[config.mk]
export PLATFORM = sky130hd
export DESIGN_NAME = step_gen_flat
export DESIGN_NICKNAME = d
export VERILOG_FILES = /design/src/rtl/step_gen_pkg.sv /design/src/rtl/step_gen_if.sv /design/src/rtl/step_gen_channel.sv /design/src/rtl/step_gen.sv /design/src/flat_wrapper.sv
export SDC_FILE = /design/constraint.sdc
export NUM_CORES = 2
export LEC_CHECK = 0
export ABC_AREA = 0
export CAP_MARGIN = 30
export CORE_MARGIN = 2
export CORE_UTILIZATION = 36
export CTS_BUF_LIST = sky130_fd_sc_hd__clkbuf_8
export CTS_CLUSTER_DIAMETER = 60
export DETAILED_ROUTE_END_ITERATION = 7
export GPL_TIMING_DRIVEN = 0
export HOLD_SLACK_MARGIN = 0.15
export MAX_ROUTING_LAYER = met4
export SYNTH_ARGS = -nofsm -noshare
export SYNTH_HDL_FRONTEND = slang
export SYNTH_SLANG_ARGS = --single-unit
[constraint.sdc]
create_clock -name clk -period 30.8 [get_ports clk]
set_input_delay 6.16 -clock clk [delete_from_list [all_inputs] [get_ports clk]]
set_output_delay 6.16 -clock clk [all_outputs]
set_load 0.05 [all_outputs]
[src/rtl/step_gen_pkg.sv]
// step_gen_pkg: shared definitions for the eight-channel step/direction
// generator.
//   - ch_state_e   : per-channel pulse sequencer states
//   - PEND_W/MAX/MIN: width and saturation limits of the pending net step count
//   - clamp_limit(): largest legal speed magnitude, 2^step_bit - 1
package step_gen_pkg;

  localparam int NUM_CH = 8;
  localparam int SEL_W  = 3;

  typedef enum logic [1:0] {
    ST_IDLE     = 2'd0,
    ST_DIR_WAIT = 2'd1,
    ST_PULSE_HI = 2'd2,
    ST_PULSE_LO = 2'd3
  } ch_state_e;

  localparam int                       PEND_W   = 3;
  localparam logic signed [PEND_W-1:0] PEND_MAX = 3'sd3;
  localparam logic signed [PEND_W-1:0] PEND_MIN = -3'sd3;

  // Any speed of magnitude below one full step per tick crosses at most one
  // integer boundary per tick, so one request per tick is enough.
  function automatic logic signed [127:0] clamp_limit(input int step_bit);
    return (128'sd1 <<< step_bit) - 128'sd1;
  endfunction

endpackage

[src/rtl/step_gen_if.sv]
// step_gen_if: host-side register bus of step_gen.
//   pos_sel       : channel select for position read/load
//   pos_load      : load pos_in into position[pos_sel]
//   pos_in        : load value
//   pos_out       : registered position of channel pos_sel
//   overrun       : sticky per-channel overrun flags
//   clear_overrun : per-bit overrun clear
// POS_BITS must match the POS_BITS of the step_gen it is bound to.
interface step_gen_if
  import step_gen_pkg::*;
#(
  parameter int POS_BITS = 32
);
  logic        [SEL_W-1:0]    pos_sel;
  logic                       pos_load;
  logic signed [POS_BITS-1:0] pos_in;
  logic signed [POS_BITS-1:0] pos_out;
  logic        [NUM_CH-1:0]   overrun;
  logic        [NUM_CH-1:0]   clear_overrun;

  modport master (
    output pos_sel, pos_load, pos_in, clear_overrun,
    input  pos_out, overrun
  );

  modport slave (
    input  pos_sel, pos_load, pos_in, clear_overrun,
    output pos_out, overrun
  );
endinterface

[src/rtl/step_gen_channel.sv]
// step_gen_channel: one step/direction channel.
//   clk, rst      : clock, asynchronous active-high reset
//   tick, enable  : integration strobe and channel run enable
//   speed         : signed speed, step units * 2^STEP_BIT per tick
//   pos_load/pos_in: position load (wins over a same-cycle step increment)
//   clear_overrun : clears the sticky overrun flag (set wins)
//   step, dir     : driver pins; dir 1 = negative
//   position      : absolute step position
//   overrun       : sticky clamp / pending-overflow flag
module step_gen_channel
  import step_gen_pkg::*;
#(
  parameter int SPEED_BITS  = 64,
  parameter int ACC_BITS    = 64,
  parameter int STEP_BIT    = 32,
  parameter int POS_BITS    = 32,
  parameter int PULSE_WIDTH = 16,
  parameter int DIR_SETUP   = 32
) (
  input  logic                         clk,
  input  logic                         rst,
  input  logic                         tick,
  input  logic                         enable,
  input  logic signed [SPEED_BITS-1:0] speed,
  input  logic                         pos_load,
  input  logic signed [POS_BITS-1:0]   pos_in,
  input  logic                         clear_overrun,
  output logic                         step,
  output logic                         dir,
  output logic signed [POS_BITS-1:0]   position,
  output logic                         overrun
);

  localparam logic signed [ACC_BITS-1:0] SPD_MAX = ACC_BITS'(clamp_limit(STEP_BIT));
  localparam logic signed [ACC_BITS-1:0] SPD_MIN = -SPD_MAX;
  localparam logic signed [PEND_W:0]     P_ONE   = (PEND_W+1)'(1);
  localparam logic signed [POS_BITS-1:0] POS_ONE = POS_BITS'(1);
  localparam int CNT_MAX = (PULSE_WIDTH > DIR_SETUP) ? PULSE_WIDTH : DIR_SETUP;
  localparam int CNT_W   = (CNT_MAX > 1) ? $clog2(CNT_MAX) : 1;

  function automatic logic signed [ACC_BITS-1:0] sat_speed(
    input logic signed [ACC_BITS-1:0] s
  );
    if (s > SPD_MAX) return SPD_MAX;
    if (s < SPD_MIN) return SPD_MIN;
    return s;
  endfunction

  function automatic logic pend_fits(input logic signed [PEND_W:0] v);
    return (v <= (PEND_W+1)'(PEND_MAX)) && (v >= (PEND_W+1)'(PEND_MIN));
  endfunction

  logic signed [ACC_BITS-1:0] acc, spd_ext, spd_eff, acc_next;
  logic                       clamp_hit, crossed, tick_en, drop, set_ovr;
  logic signed [PEND_W:0]     req, consumed, pend_base, pend_sum;
  logic signed [PEND_W-1:0]   pend, pend_nx;
  ch_state_e                  state, state_nx;
  logic [CNT_W-1:0]           cnt, cnt_nx;
  logic                       start_pulse, start_dir, want_neg;

  // Integration and step request
  always_comb begin
    spd_ext   = ACC_BITS'(speed);
    spd_eff   = sat_speed(spd_ext);
    clamp_hit = (spd_eff != spd_ext);
    tick_en   = tick & enable;
    acc_next  = acc + spd_eff;
    crossed   = (acc_next[ACC_BITS-1:STEP_BIT] != acc[ACC_BITS-1:STEP_BIT]);
    req       = '0;
    if (tick_en && crossed) req = spd_eff[ACC_BITS-1] ? -P_ONE : P_ONE;
  end

  // Pending net step count; an overflowing request is dropped, not clipped
  always_comb begin
    pend_base = (PEND_W+1)'(pend) - consumed;
    pend_sum  = pend_base + req;
    drop      = 1'b0;
    pend_nx   = PEND_W'(pend_sum);
    if (!pend_fits(pend_sum)) begin
      drop    = 1'b1;
      pend_nx = PEND_W'(pend_base);
    end
    if (!enable) begin
      pend_nx = '0;
      drop    = 1'b0;
    end
    set_ovr = drop | (tick_en & clamp_hit);
  end

  always_ff @(posedge clk or posedge rst) begin
    if (rst) begin
      acc      <= '0;
      pend     <= '0;
      overrun  <= 1'b0;
      position <= '0;
    end else begin
      if (tick_en) acc <= acc_next;
      pend <= pend_nx;
      if (set_ovr)            overrun <= 1'b1;
      else if (clear_overrun) overrun <= 1'b0;
      if (pos_load)         position <= pos_in;
      else if (start_pulse) position <= position + (dir ? -POS_ONE : POS_ONE);
    end
  end

  // Sequencer: state register
  always_ff @(posedge clk or posedge rst) begin
    if (rst) begin
      state <= ST_IDLE;
      cnt   <= '0;
      dir   <= 1'b0;
    end else begin
      state <= state_nx;
      cnt   <= cnt_nx;
      if (start_dir) dir <= ~dir;
    end
  end

  // Sequencer: next state
  always_comb begin
    want_neg = pend[PEND_W-1];
    state_nx = state;
    case (state)
      ST_IDLE: begin
        if (pend != '0) state_nx = (dir != want_neg) ? ST_DIR_WAIT : ST_PULSE_HI;
      end
      ST_DIR_WAIT: if (cnt == '0) state_nx = ST_IDLE;
      ST_PULSE_HI: if (cnt == '0) state_nx = ST_PULSE_LO;
      ST_PULSE_LO: if (cnt == '0) state_nx = ST_IDLE;
      default:     state_nx = ST_IDLE;
    endcase
  end

  // Sequencer: outputs. step is decoded from state so an async reset drops
  // it without waiting for a clock edge.
  always_comb begin
    step        = (state == ST_PULSE_HI);
    start_pulse = (state == ST_IDLE) && (state_nx == ST_PULSE_HI);
    start_dir   = (state == ST_IDLE) && (state_nx == ST_DIR_WAIT);
    consumed    = '0;
    if (start_pulse) consumed = dir ? -P_ONE : P_ONE;
    cnt_nx = (cnt != '0) ? cnt - CNT_W'(1) : '0;
    if (state_nx != state) begin
      case (state_nx)
        ST_DIR_WAIT:              cnt_nx = CNT_W'(DIR_SETUP - 1);
        ST_PULSE_HI, ST_PULSE_LO: cnt_nx = CNT_W'(PULSE_WIDTH - 1);
        default:                  cnt_nx = '0;
      endcase
    end
  end

endmodule

[src/rtl/step_gen.sv]
// step_gen: eight-channel step/direction pulse generator.
//   clk, rst         : clock, asynchronous active-high reset
//   tick             : shared integration strobe
//   enable[7:0]      : per-channel run enable
//   speed_0..speed_7 : signed per-channel speeds
//   step[7:0], dir[7:0]: driver pins (dir 1 = negative)
//   bus              : host position read/load and overrun flags
module step_gen
  import step_gen_pkg::*;
#(
  parameter int SPEED_BITS  = 64,
  parameter int ACC_BITS    = 64,
  parameter int STEP_BIT    = 32,
  parameter int POS_BITS    = 32,
  parameter int PULSE_WIDTH = 16,
  parameter int DIR_SETUP   = 32
) (
  input  logic                         clk,
  input  logic                         rst,
  input  logic                         tick,
  input  logic        [NUM_CH-1:0]     enable,
  input  logic signed [SPEED_BITS-1:0] speed_0,
  input  logic signed [SPEED_BITS-1:0] speed_1,
  input  logic signed [SPEED_BITS-1:0] speed_2,
  input  logic signed [SPEED_BITS-1:0] speed_3,
  input  logic signed [SPEED_BITS-1:0] speed_4,
  input  logic signed [SPEED_BITS-1:0] speed_5,
  input  logic signed [SPEED_BITS-1:0] speed_6,
  input  logic signed [SPEED_BITS-1:0] speed_7,
  output logic        [NUM_CH-1:0]     step,
  output logic        [NUM_CH-1:0]     dir,
  step_gen_if.slave                    bus
);

  logic signed [SPEED_BITS-1:0] speed    [NUM_CH];
  logic signed [POS_BITS-1:0]   position [NUM_CH];
  logic        [NUM_CH-1:0]     load;
  logic        [NUM_CH-1:0]     ovr;
  logic signed [POS_BITS-1:0]   pos_q;

  always_comb begin
    speed[0] = speed_0;
    speed[1] = speed_1;
    speed[2] = speed_2;
    speed[3] = speed_3;
    speed[4] = speed_4;
    speed[5] = speed_5;
    speed[6] = speed_6;
    speed[7] = speed_7;
  end

  always_comb begin
    load = '0;
    for (int ch = 0; ch < NUM_CH; ch++) begin
      load[ch] = bus.pos_load && (bus.pos_sel == SEL_W'(ch));
    end
  end

  for (genvar g = 0; g < NUM_CH; g++) begin : g_ch
    step_gen_channel #(
      .SPEED_BITS (SPEED_BITS),
      .ACC_BITS   (ACC_BITS),
      .STEP_BIT   (STEP_BIT),
      .POS_BITS   (POS_BITS),
      .PULSE_WIDTH(PULSE_WIDTH),
      .DIR_SETUP  (DIR_SETUP)
    ) u_ch (
      .clk          (clk),
      .rst          (rst),
      .tick         (tick),
      .enable       (enable[g]),
      .speed        (speed[g]),
      .pos_load     (load[g]),
      .pos_in       (bus.pos_in),
      .clear_overrun(bus.clear_overrun[g]),
      .step         (step[g]),
      .dir          (dir[g]),
      .position     (position[g]),
      .overrun      (ovr[g])
    );
  end

  // Position read-back register
  always_ff @(posedge clk or posedge rst) begin
    if (rst) pos_q <= '0;
    else     pos_q <= position[bus.pos_sel];
  end

  assign bus.pos_out = pos_q;
  assign bus.overrun = ovr;

endmodule

[src/flat_wrapper.sv]
// flat-port wrapper written by rule: the top's interface ports become plain ports
module step_gen_flat import step_gen_pkg::*;
#(
  parameter int SPEED_BITS  = 64,
  parameter int ACC_BITS    = 64,
  parameter int STEP_BIT    = 32,
  parameter int POS_BITS    = 32,
  parameter int PULSE_WIDTH = 16,
  parameter int DIR_SETUP   = 32
)
  (clk, rst, tick, enable, speed_0, speed_1, speed_2, speed_3, speed_4, speed_5, speed_6, speed_7, step, dir, bus_pos_sel, bus_pos_load, bus_pos_in, bus_clear_overrun, bus_pos_out, bus_overrun);
  step_gen_if #(.POS_BITS(POS_BITS)) bus_i ();
  input  logic clk;
  input  logic rst;
  input  logic tick;
  input  logic        [NUM_CH-1:0] enable;
  input  logic signed [SPEED_BITS-1:0] speed_0;
  input  logic signed [SPEED_BITS-1:0] speed_1;
  input  logic signed [SPEED_BITS-1:0] speed_2;
  input  logic signed [SPEED_BITS-1:0] speed_3;
  input  logic signed [SPEED_BITS-1:0] speed_4;
  input  logic signed [SPEED_BITS-1:0] speed_5;
  input  logic signed [SPEED_BITS-1:0] speed_6;
  input  logic signed [SPEED_BITS-1:0] speed_7;
  output logic        [NUM_CH-1:0] step;
  output logic        [NUM_CH-1:0] dir;
  input wire logic [$bits(bus_i.pos_sel)-1:0] bus_pos_sel;
  input wire logic [$bits(bus_i.pos_load)-1:0] bus_pos_load;
  input wire logic [$bits(bus_i.pos_in)-1:0] bus_pos_in;
  input wire logic [$bits(bus_i.clear_overrun)-1:0] bus_clear_overrun;
  output wire logic [$bits(bus_i.pos_out)-1:0] bus_pos_out;
  output wire logic [$bits(bus_i.overrun)-1:0] bus_overrun;
  assign bus_i.pos_sel = bus_pos_sel;
  assign bus_i.pos_load = bus_pos_load;
  assign bus_i.pos_in = bus_pos_in;
  assign bus_i.clear_overrun = bus_clear_overrun;
  assign bus_pos_out = bus_i.pos_out;
  assign bus_overrun = bus_i.overrun;
  step_gen #(.SPEED_BITS(SPEED_BITS), .ACC_BITS(ACC_BITS), .STEP_BIT(STEP_BIT), .POS_BITS(POS_BITS), .PULSE_WIDTH(PULSE_WIDTH), .DIR_SETUP(DIR_SETUP)) u_core (.clk(clk), .rst(rst), .tick(tick), .enable(enable), .speed_0(speed_0), .speed_1(speed_1), .speed_2(speed_2), .speed_3(speed_3), .speed_4(speed_4), .speed_5(speed_5), .speed_6(speed_6), .speed_7(speed_7), .step(step), .dir(dir), .bus(bus_i));
endmodule
## Word level (Yosys, flattened, before mapping)

Index checks and enable logic that the tools add are counted.
W data, S select, Z words.

| operators by class | value |
|---|---|
| add/sub/neg operators | 40 |
| magnitude comparators | 33 |
| equal/unequal tests | 87 |
| multiplexer cells | 227 |
| bitwise logic cells | 33 |
| reductions and logical operators | 105 |

Operators with widths:

| kind | count |
|---|---|
| $mux W64 | 32 |
| $mux W32 | 26 |
| $add A64 B64 Y64 | 8 |
| $gt A64 B33 Y1 const B | 8 |
| $lt A64 B33 Y1 const B | 8 |
| $ne A64 B64 Y1 | 8 |
| $add A32 B32 Y32 | 8 |
| $ne A32 B32 Y1 | 8 |
| $mux W4 | 32 |
| $bmux W32 S3 | 1 |
| $mux W5 | 16 |
| $pmux W5 S2 | 8 |
| $eq A2 B2 Y1 const B | 32 |
| $mux W2 | 32 |
| $mux W1 | 56 |
| $mux W3 | 16 |
| $pmux W2 S3 | 8 |
| $logic_and A1 B1 Y1 | 40 |
| $logic_not A5 Y1 | 8 |
| $reduce_bool A5 Y1 | 8 |
| $sub A5 B1 Y5 const B | 8 |
| $add A4 B4 Y4 | 8 |
| $eq A2 B1 Y1 const B | 16 |
| $ge A4 B3 Y1 const B | 8 |
| 17 further kinds | 122 |

| word-level totals | value |
|---|---|
| bits in registers | 896 |
| input bits | 567 |
| output and inout port bits | 56 |
| word-level logic and storage cells | 582 |

## Logic depth before layout (Yosys ltp)

| logic depth | value |
|---|---|
| depth in word-level cells | 16 |
| mapped depth | 40 |
| depth with buffers taken out | 38 |

## Modules after synthesis

Synthesis repeated with hierarchy kept, for this count alone.

| second synthesis, totals | value |
|---|---|
| cells, all modules | 12,985 |
| area, all modules | 99,231.4 sq um |

By module, submodules not included:

| module | instances | cells each | area an instance (sq um) | seq. area each (sq um) |
|---|---|---|---|---|
| step_gen_channel at u_core.g_ch[0].u_ch ... | 6 | 1,587 | 12,040.3 | 2,677.6 |
| step_gen_channel at u_core.g_ch[7].u_ch | 1 | 1,630 | 12,314.3 | 2,677.6 |
| step_gen_channel at u_core.g_ch[2].u_ch | 1 | 1,548 | 11,736.3 | 2,677.6 |
| step_gen | 1 | 285 | 2,939.1 | 800.8 |

## Worst setup path before layout

Ideal clock, no wire load.

| path | value |
|---|---|
| path type | input -> register |
| from | input port speed_7[57] |
| to | register u_core.g_ch[7].u_ch.overrun |
| arrival time | 13.812 ns |
| path slack | 16.862 ns |
| cell stages on the path | 34 |
| cells stage by stage | nand4_1 or4_1 nor4_1 o311ai_0 ha_1 clkbuf_1 clkbuf_1 o21ai_0 fa_1 a21oi_1 nor2_1 a211oi_1 o31ai_1 a221o_1 a41o_1 o211ai_1 a21oi_1 o21ba_2 a211o_1 xnor2_1 or3_1 nor4_1 nand4_1 nor3_1 nor3b_1 ha_1 a21o_1 a21oi_1 xnor2_1 and3_1 a21o_1 nor3b_2 mux2i_1 a221o_1 |

| on the way | value |
|---|---|
| longest elaborated chain between the ends | 16 |

RTL lines:

| what | RTL line | text |
|---|---|---|
| start, declared | flat_wrapper.sv:24 | `input logic signed [SPEED_BITS-1:0] speed_7;` |
| $lt A64 B33 Y1 | step_gen_channel.sv:45 | `if (s < SPD_MIN) return SPD_MIN;` |
| $mux W1 (2 in a row) | step_gen_channel.sv:45 |  |
| $mux W64 | step_gen_channel.sv:46 | `return s;` |
| $mux W64 | step_gen_channel.sv:45 |  |
| $add A64 B64 Y64 | step_gen_channel.sv:67 | `acc_next = acc + spd_eff;` |
| $ne A32 B32 Y1 | step_gen_channel.sv:68 | `crossed = (acc_next[ACC_BITS-1:STEP_BIT] != acc[ACC_BITS-1:STEP_BIT]);` |
| $logic_and A1 B1 Y1 | step_gen_channel.sv:70 | `if (tick_en && crossed) req = spd_eff[ACC_BITS-1] ? -P_ONE : P_ONE;` |
| $mux W4 | step_gen_channel.sv:70 |  |
| $add A4 B4 Y4 | step_gen_channel.sv:76 | `pend_sum = pend_base + req;` |
| $le A4 B3 Y1 or $ge A4 B3 Y1 (tied branches) | step_gen_channel.sv:50 | `return (v <= (PEND_W+1)'(PEND_MAX)) && (v >= (PEND_W+1)'(PEND_MIN));` |
| $logic_and A1 B1 Y1 | step_gen_channel.sv:50 |  |
| $mux W1 | step_gen_channel.sv:79 | `if (!pend_fits(pend_sum)) begin` |
| $mux W1 | step_gen_channel.sv:83 | `if (!enable) begin` |
| $or A1 B1 Y1 * | step_gen_channel.sv:87 | `set_ovr = drop \| (tick_en & clamp_hit);` |
| $mux W1 or $reduce_bool A2 Y1 (tied branches) | n/a |  |
| end signal, assigned | step_gen_channel.sv:94 | `overrun <= 1'b0;` |
| end signal, assigned | step_gen_channel.sv:99 | `if (set_ovr) overrun <= 1'b1;` |
| end signal, assigned | step_gen_channel.sv:100 | `else if (clear_overrun) overrun <= 1'b0;` |
| end, declared | step_gen_channel.sv:31 | `output logic overrun` |

Mark *: on every way between the ends. The rest lies on a longest branch, timed or not. The select of a mux whose other input is x is not followed.
A chain may end at the register's enable or synchronous reset.

## Worst setup path in the final report

| path | value |
|---|---|
| from | input port speed_7[61] |
| to | register u_core.g_ch[7].u_ch.overrun |

Same word-level chain as after synthesis.

==> results.cfg <==
[outcome]
status = completed

[clock_tree]
clk_path_buf_depth = 4
cts-buffers-inserted = 198
cts_sinks = 888
cts.clk_slew.worst_paths_ns = 0.06
cts_setup_buffers = 0
cts-root-buf = clkbuf_8
cts_resized = 0
cts_tree = yes
insertion_delay_ns = 1.00
cts_hold_buf = 0
cts.htree.levels = 4

[sta]
min_period_ns = 16.52
rsz0062_at_grt = false
clock.fmax_mhz = 60.5
worst_pin_slew_ns = 1.13
tns_ns = 0
setup_viol = 0
drv_slew = 0
final.period_utilization_pct = 53.6
slew_headroom_pct = 24.5
hold_violations = 0
skew_ns = 0.0646

[global_routing]
grt_pass1_vias = 86700
antenna_found_initial = 44
overflow = 0
grt_usage_pct = 24.3
grt_max_degree = 41
grt_pass1_wl_microns = 503000

[die]
start_util_pct = 36.3
dieWidth_microns = 516
core-area_sq_um = 260000
dieArea_sq_um = 266000
io_pins = 623
die_h_microns = 516
num_rows = 187

[place]
post-dp-hpwl_microns = 260000
port_buffers = 587
gp_congestion = 0.967
postPlaceCellArea_sq_um = 105000

[routing]
final_antenna_net_count = 0
wl_microns = 326000
drtIter0Drc = 7707
dr.pass1.iters = 6
wl_per_cell_microns = 19.8
num_vias = 92300
drcViolationCount = 0
vias_per_cell = 5.59

[setup_path]
start_kind = input pin
path_common_cell = a21oi_1
path_class = input pin to flop
cp.buffers_inverters = 3
arrival_ns = 17.47
cp_slowest_cell = o211ai_1
crit_family = compound AO/OA/AOI/OAI gates
setup.worst_path.end_class = flop
slowest_delay_ns = 0.68
cp_max_fo = 10
required_ns = 31.76

[logic_synthesis]
synth_seq_cells = 888
yosysWarnings = 0
syn_nets = 13500
synth_cell_types = 120
syn-cell-area_sq_um = 94400
postSynthAreaPerCell_sq_um = 7.86
synthFlopType = dfrtp_1
netlist_instances = 12000
async_reset_ff_share_pct = 100
synth_edf_count = 0
seq_area_frac_synth_pct = 23.5

[min_path]
hold_path.class = flop to flop

[flow_run]
maxCapViolations = 0

[finish]
layout.nets = 14300
register_area_sq_um = 22200
multi_input_area_sq_um = 67500
fillers = 26800
syn_to_final_growth_pct = 16.2
drive_gt1_share_pct = 5.50
fin_area_sq_um = 110000

[pwr]
power_density_nw_per_um2 = 105
max-vdd-ir-drop_uv = 57.4
leakage_nw = 48.6
-- through the flow --
stage	setup slack (ns)	hold slack, ns	total power [mW]	std cells	utilization (%)
3_3_place_gp	4.85	0.461	9.86	16100	40.2
4_1_cts	14.66	0.483	11.5	16500	42.1
6_report	14.28	0.481	11.6	16500	42.2
2_1_floorplan	12.43	0.445	8.10	12000	-
5_1_grt	13.79	0.505	12.6	16500	42.2
3_5_place_dp	13.60	0.471	9.93	16100	40.5
-- state kept, by name (all words and copies together) (netlist names) --
name	flops
u_core.g_ch.u_ch.acc	504
u_core.g_ch.u_ch.state	16
u_core.g_ch.u_ch.cnt	40
u_core.bus.pos_out	32
u_core.g_ch.u_ch.overrun	8
u_core.g_ch.u_ch.pend	24
u_core.g_ch.u_ch.dir	8
u_core.g_ch.u_ch.position	256
-- final cells by class --
| type | instances | area share, % |
|---|---|---|
| diodes | 28 | 0.0639 |
| clock inverters | 92 | 0.662 |
| multi-input cells | 9904 | 61.5 |
| plain buffers | 640 | 2.28 |
| well taps | 3496 | 3.99 |
| repair buffers | 621 | 5.98 |
| inverters | 576 | 1.97 |
| clock buffers | 261 | 3.27 |
| flip-flops and latches | 888 | 20.3 |
-- worst paths after layout --
check | depth (start not counted) | to | slack, ns | startpoint
worst max-delay path | 35 | u_core.g_ch[7].u_ch.overrun | 14.28 | speed_7[61]
worst min-delay path | 2 | u_core.g_ch[7].u_ch.acc[16] | 0.48 | u_core.g_ch[7].u_ch.acc[16]
worst max register to register | 27 | u_core.g_ch[7].u_ch.overrun | 22.19 | u_core.g_ch[7].u_ch.acc[0]
worst min register to register | 2 | u_core.g_ch[7].u_ch.acc[16] | 0.48 | u_core.g_ch[7].u_ch.acc[16]
max in group asynchronous | 8 | u_core.g_ch[0].u_ch.acc[34] | 23.20 | rst
min in group asynchronous | 2 | u_core.g_ch[0].u_ch.position[3] | 5.62 | rst
-- cells in the final DEF (no fill, tap or decap), types with 44 or more instances in the layout --
cell type and instances:
nand2_1 1262, o21ai_0 1238, a21oi_1 1091, dfrtp_1 885, ha_1 863, nor2_1 842
inv_1 610, clkdlybuf4s50_1 586, clkbuf_1 535, xnor2_1 473, a21o_1 411, xor2_1 357
o21a_1 347, clkbuf_8 261, nand4_1 260, nor3_1 254, nand3_1 223, nor4_1 175
nand2b_1 130, nor2b_1 129, and3_1 125, a31oi_1 122, mux2_2 121, a211oi_1 102
and2_1 100, o21bai_1 96, or3_1 75, buf_1 72, o211ai_1 69, xnor3_1 67
o31ai_1 66, mux4_2 64, or2_2 58, mux2i_1 54, a211o_1 44
-- routing by layer --
metal	part of all wire [%]	up-vias	track usage (%)
li1	-	45400	-
met2	45	2689	37.4
met1	46	43700	32.8
met5	0	-	-
met4	3.5	0	8.36
met3	5.9	569	3.10
-- synthesized netlist by cell type, types with 121 or more instances --
cell type	count	area, sq um
xor2_1	357	3130
nand2_1	1262	4740
nor4_1	175	1090
nor3_1	254	1270
a21o_1	411	3090
nand3_1	223	1120
mux2_2	121	1360
ha_1	863	10800
nand4_1	260	1630
and3_1	125	782
nand2b_1	130	813
inv_1	571	2140
nor2_1	842	3160
clkbuf_1	536	2010
xnor2_1	473	4140
nor2b_1	129	807
o21ai_0	1238	6200
a31oi_1	122	763
o21a_1	347	2610
a21oi_1	1091	5460
dfrtp_1	888	22200
-- power by group --
part / switching [mW] / internal (mW)
registers: 0.592 / 1.73
logic: 4.38 / 3.36
clock network: 0.652 / 0.840
total: 5.63 / 5.93
-- worst reg2reg max path, cell delays in order, from the launching register on --
cell and delay (ns):
dfrtp_1 0.38, ha_1 0.23, fa_1 0.42, a21oi_1 0.22, nor2_1 0.09, a211oi_1 0.32
o31ai_1 0.23, a221o_1 0.40, a41o_1 0.36, o211ai_1 0.68, a21oi_1 0.25, o21ba_2 0.25
a211o_1 0.28, xnor2_1 0.18, or3_1 0.37, nor4_1 0.31, nand4_1 0.14, nor3_1 0.40
nor3b_1 0.23, ha_1 0.34, a21o_1 0.16, a21oi_1 0.17, xnor2_1 0.21, and3_1 0.26
a21o_1 0.18, nor3b_2 0.68, mux2i_1 0.56, a221o_1 0.23
-- cell families after synthesis --
logic type	count (synthesis)	synth area share (%)
AOI/OAI and AO/OA	4051	26.7
and+or+nand+nor	3804	19.4
buffers and inverters	1216	4.94
xor gates and xnor gates	915	9.75
adders and majority gates	895	12.1
DFF	888	23.5
muxes	239	3.54
Note: power is estimated with default switching activity, not from simulation.
